--- config.mk ---
export PLATFORM = sky130hd
export DESIGN_NAME = layer_compositor
export DESIGN_NICKNAME = d
export VERILOG_FILES = /design/src/rtl/layer_compositor.sv
export SDC_FILE = /design/constraint.sdc
export NUM_CORES = 1
export LEC_CHECK = 0
export CAP_MARGIN = 20
export CELL_PAD_IN_SITES_DETAIL_PLACEMENT = 0
export CELL_PAD_IN_SITES_GLOBAL_PLACEMENT = 1
export CORE_ASPECT_RATIO = 1.5
export CORE_UTILIZATION = 39
export CTS_CLUSTER_DIAMETER = 120
export CTS_CLUSTER_SIZE = 28
export DETAILED_ROUTE_END_ITERATION = 12
export HOLD_SLACK_MARGIN = 0.15
export PLACE_DENSITY_LB_ADDON = 0.1
export SYNTH_ARGS = -nofsm -noshare
export SYNTH_HDL_FRONTEND = slang
export SYNTH_SLANG_ARGS = --single-unit
--- constraint.sdc ---
create_clock -name clk -period 3.1 [get_ports clk]
set_clock_uncertainty 0.15 [all_clocks]
set_input_delay 0.31 -clock clk [delete_from_list [all_inputs] [get_ports clk]]
set_output_delay 0.31 -clock clk [all_outputs]
set_load 0.05 [all_outputs]
--- src/rtl/layer_compositor.sv ---
// ---------------------------------------------------------------------------
// layer_compositor
//
// Pipelined pixel compositor that sits between the sprite/background engines
// and the VGA controller. Each pixel clock it takes NUM_LAYERS layer inputs
// (on flag + colour), resolves them by priority (layer 0 wins) and produces
// one registered rgb word two clocks later. It also keeps per-frame pairwise
// overlap flags for the game engine, published on every frame_start.
//
// Ports:
//   clk           pixel clock, shared with the VGA controller
//   clrn          asynchronous active-low reset
//   video_on      active display region, aligned with the layer inputs
//   frame_start   one-cycle pulse per frame (start of vertical blank)
//   layer_on      per-layer pixel-on flags
//   layer_color   packed colours, layer i at [i*COLOR_W +: COLOR_W]
//   layer_enable  runtime mask; 0 hides a layer and removes it from collision
//   rgb_out       composited colour (registered, 2-cycle latency)
//   rgb_valid     video_on delayed to line up with rgb_out
//   collide_flags bit [i*NUM_LAYERS+j] (i<j) set if layers i and j overlapped
//                 in the last completed frame
//   collide_irq   one-cycle pulse when freshly published flags are nonzero
// ---------------------------------------------------------------------------
module layer_compositor #(
  parameter int                 NUM_LAYERS = 5,
  parameter int                 COLOR_W    = 12,
  parameter logic [COLOR_W-1:0] BG_COLOR   = 12'h000,
  parameter bit                 KEY_EN     = 1'b1,
  parameter logic [COLOR_W-1:0] KEY_COLOR  = 12'hF0F
) (
  input  logic                           clk,
  input  logic                           clrn,
  input  logic                           video_on,
  input  logic                           frame_start,
  input  logic [NUM_LAYERS-1:0]          layer_on,
  input  logic [NUM_LAYERS*COLOR_W-1:0]  layer_color,
  input  logic [NUM_LAYERS-1:0]          layer_enable,
  output logic [COLOR_W-1:0]             rgb_out,
  output logic                           rgb_valid,
  output logic [NUM_LAYERS*NUM_LAYERS-1:0] collide_flags,
  output logic                           collide_irq
);

  logic [NUM_LAYERS-1:0]            vis;
  logic [NUM_LAYERS-1:0]            s1_vis;
  logic [NUM_LAYERS*COLOR_W-1:0]    s1_color;
  logic                             s1_video;
  logic [COLOR_W-1:0]               pick;
  logic [NUM_LAYERS*NUM_LAYERS-1:0] pair;
  logic [NUM_LAYERS*NUM_LAYERS-1:0] acc;
  logic [NUM_LAYERS*NUM_LAYERS-1:0] published;

  // A layer is visible only when it is on, enabled and not the key colour.
  always_comb begin
    vis = '0;
    for (int i = 0; i < NUM_LAYERS; i++) begin
      vis[i] = layer_on[i] & layer_enable[i] &
               !(KEY_EN && (layer_color[i*COLOR_W +: COLOR_W] == KEY_COLOR));
    end
  end

  // Stage 1: capture visibility, colours and video_on.
  always_ff @(posedge clk or negedge clrn) begin
    if (!clrn) begin
      s1_vis   <= '0;
      s1_color <= '0;
      s1_video <= 1'b0;
    end else begin
      s1_vis   <= vis;
      s1_color <= layer_color;
      s1_video <= video_on;
    end
  end

  // Scanning from the lowest priority upwards lets layer 0 overwrite last.
  always_comb begin
    pick = BG_COLOR;
    for (int i = NUM_LAYERS - 1; i >= 0; i--) begin
      if (s1_vis[i]) pick = s1_color[i*COLOR_W +: COLOR_W];
    end
    if (!s1_video) pick = BG_COLOR;
  end

  // Stage 2: registered output.
  always_ff @(posedge clk or negedge clrn) begin
    if (!clrn) begin
      rgb_out   <= BG_COLOR;
      rgb_valid <= 1'b0;
    end else begin
      rgb_out   <= pick;
      rgb_valid <= s1_video;
    end
  end

  // Upper-triangle overlap term of the stage-1 pixel; blanked outside the
  // active region so that off-screen sprite data never counts as a hit.
  always_comb begin
    pair = '0;
    for (int i = 0; i < NUM_LAYERS; i++) begin
      for (int j = i + 1; j < NUM_LAYERS; j++) begin
        pair[i*NUM_LAYERS + j] = s1_video & s1_vis[i] & s1_vis[j];
      end
    end
  end

  // The in-flight stage-1 pixel is folded into the publish so it is not
  // lost at the frame boundary.
  assign published = acc | pair;

  // Accumulate during the frame; frame_start publishes, clears and raises
  // the interrupt in one step, taking precedence over accumulation.
  always_ff @(posedge clk or negedge clrn) begin
    if (!clrn) begin
      acc           <= '0;
      collide_flags <= '0;
      collide_irq   <= 1'b0;
    end else if (frame_start) begin
      acc           <= '0;
      collide_flags <= published;
      collide_irq   <= |published;
    end else begin
      acc           <= published;
      collide_irq   <= 1'b0;
    end
  end

endmodule

==> impl_metrics.csv <==
group,metric,value,unit
cells_and_area,nFillCells,840,
synthesis,synth_area,0.00370,mm2
cells_and_area,post-route-util,0.544,
cells_and_area,final_nets,456,
cells_and_area,finalInstanceArea,0.00503,mm2
cts,clockRootBuffer,"clkbuf_16",
timing,finalSetupTns,0,ps
drt,vias_per_cell,5.10,
timing,relSlewSlack,0.305,
floorplan,die_area,0.00989,mm2
cells_and_area,multi_input_area,962,um2
run,cap_violations,0,
power_and_ir_drop,pwr-share-clk,0.406,
setup_path,worstSetupPathType,"flop to output pin",
synthesis,synth_most_common_cell,"dfrtp_1",
cells_and_area,num_antenna_cells,0,
floorplan,die_h,121,um
synthesis,yosys-top-cells-count,"100 x dfrtp_1, 46 x a21oi_1, 21 x nor2_1",
timing,fin_crit_sh,0.631,
setup_path,slowest_delay,800,ps
synthesis,synth-xor-area-share,0,
setup_path,cp.required,2640,ps
setup_path,cpMaxStageDelayCell,"clkdlybuf4s50_1",
setup_path,cp-end-kind,"output pin",
synthesis,synth_mux_area_frac,0,
synthesis,synth_cell_type_count,29,
setup_path,cp-start-kind,"flop",
timing,max_freq,0.512,GHz
floorplan,io_pins,113,
hold_path,hp-class,"primary input to flop",
cts,cts_buffers,9,
synthesis,synth_top_family_by_area,"compound AO/OA/AOI/OAI gates",
timing,hold_violations,0,
synthesis,synthCells,291,
synthesis,synth_edf_count,0,
drt,vias,2543,
drt,wl_per_cell,16.8,um
placed_design,hpwl,6010,um
synthesis,synth_area_leaders,"dfrtp_1 68%, a21oi_1 6.2%, buf_4 3.4%, a221o_1 3.2%, nand3b_1 2.4%",
floorplan,start_util,0.400,
floorplan,die_x,81.5,um
power_and_ir_drop,leakagePower,2.12,nW
power_and_ir_drop,switching_share,0.248,
placed_design,port_buffers,97,
floorplan,coreArea,0.00925,mm2
cts,cts_sinks,100,
timing,worst_pin_slew,1040,ps
synthesis,synthSimpleGateAreaFrac,0.0943,
synthesis,ys_warn_count,0,
grt,grt_max_degree,55,
synthesis,postSynthAreaPerCell,12.7,um2
timing,timing.final.crit_period,1960,ps
grt,grt_antenna_before_repair,0,
drt,drt_iter0_drc,145,
power_and_ir_drop,seqPwrFrac,0.457,
status,status,"complete, no violations",
cells_and_area,drive_above_1_share,0.0698,
placed_design,gp_congestion,0.784,
grt,grt_pass1_vias,2743,
floorplan,rows,43,
synthesis,synth_top_area_frac,0.676,
synthesis,synthFlopType,"dfrtp_1",
cells_and_area,syn2layout_area_growth,35.9,%
cts,clockBufferDepth,2,
timing,setup_violations,0,
placed_design,dpl_cell_area,0.00464,mm2
setup_path,cp_max_fo,1,
setup_path,crit_chain,"clkdlybuf4s50_1",
cts,postCtsSetupBuffers,0,
power_and_ir_drop,ir_drop,296,uV
synthesis,synthArstFlopShare,1.00,
cts,clk_pin_slew,70,ps
power_and_ir_drop,combPwrFrac,0.137,
synthesis,synth_compound_area_frac,0.150,
grt,grt.overflow.total,0,
grt,grt_pass1_wl,13500,um
cts,h-tree-depth,3,
timing,maxSlewViolCount,0,
drt,drc,0,
drt,drt-total-wl,8400,um
synthesis,ys_ff_latch,100,
setup_path,critPathTopFamily,"buffers and inverters",
synthesis,synthAdderAreaFrac,0,
grt,track_usage,0.192,
synthesis,yosysSeqAreaShare,0.676,
drt,ant_nets,0,
cts,insertion_delay,340,ps
cells_and_area,register_area,0.00250,mm2
power_and_ir_drop,internal_power,2.35,mW
cts,cts_resized,0,
drt,drt-pass1-iter-count,5,
setup_path,path_buf_inv,1,
cts,cts_tree,"yes",
setup_path,worstPathArrival,1500,ps
synthesis,synth_top_area_cell,"dfrtp_1",
timing,rsz0062_at_grt,"false",
power_and_ir_drop,p_per_area,621,mW/mm2
power_and_ir_drop,power,3.12,mW
power_and_ir_drop,p_switching,774,uW
-- sequential cells by signal, indices dropped and copies added (netlist names) --
register and count:
collide_irq 1, s1_video 1, s1_color 60, rgb_valid 1, collide_flags 10, acc 10, s1_vis 5, rgb_out 12
-- cell usage in the layout (no fill, tap or decap), drive strengths merged, types with 2 or more instances in the layout --
master and count:
dfrtp 100, clkdlybuf4s50 96, a21oi 46, nor2 21, conb 15, o21ai 13, inv 13, nand3b 12
a221o 12, nand4b 10, a31oi 10, clkbuf 9, nand4bb 5, o311a 5, clkinv 4, bufinv 3
buf 3, nand2 2, nor4 2
-- metrics by stage --
| step | setup slack (ps) | hold WS [ps] | cells |
|---|---|---|---|
| floorplan | 1740 | -136 | 305 |
| global placement | 1180 | 208 | 481 |
| detailed placement | 1140 | 207 | 481 |
| CTS | 1130 | 254 | 498 |
| global route | 1040 | 250 | 499 |
| finish | 1150 | 260 | 499 |
-- power by group through the flow --
stage                     logic [mW]  registers (mW)  clock network [mW]
after floorplan                0.163            1.52                   0
after global placement         0.419            1.46                   0
after global routing           0.461            1.44                1.36
after CTS                      0.425            1.43                1.29
final                          0.429            1.43                1.27
after detailed placement       0.423            1.46                   0
-- cells by family (layout without fill, tap and decap cells) --
kind of cell / after synthesis / in the layout
buffers and inverters: 47 / 129
AOI/OAI and AO/OA: 89 / 89
other: 1 / 15
DFF: 100 / 100
and+or+nand+nor: 54 / 54
-- worst paths after layout --
| check | slack, ps | cells after the start | endpoint | start |
|---|---|---|---|---|
| setup / recovery | 1150 | 1 | rgb_out[1] | rgb_out[1] |
| hold / removal | 260 | 1 | s1_video | video_on |
| setup reg to reg | 1190 | 3 | rgb_out[9] | s1_vis[2] |
| hold reg to reg | 360 | 2 | acc[19] | acc[19] |
| max in group asynchronous | 1760 | 3 | s1_color[28] | clrn |
| min in group asynchronous | 360 | 2 | collide_flags[9] | clrn |
-- cell type report --
cell class,count,share of cell area
clock buffer,9,0.0448
clock inverter,7,0.0249
inverter,13,0.00970
multi-input combinational,158,0.191
sequential,100,0.498
tap,112,0.0279
timing repair buffer,100,0.204
-- metal layers --
| metal | part of all wire | vias up | wire length [um] | track usage |
|---|---|---|---|---|
| met5 | 0 | - | 0 | 0 |
| met4 | 0.033 | 0 | 281 | 0.100 |
| met3 | 0.043 | 15 | 360 | 0.0489 |
| met2 | 0.55 | 78 | 4630 | 0.331 |
| met1 | 0.37 | 1257 | 3120 | 0.211 |
| li1 | - | 1193 | - | - |
-- what timing repair did --
action,4_1_cts,5_1_grt
hold endpoints to repair,46,0
hold buffers,1,0
endpoints found under the setup margin,0,0
Power figures use the tool's default switching activity.
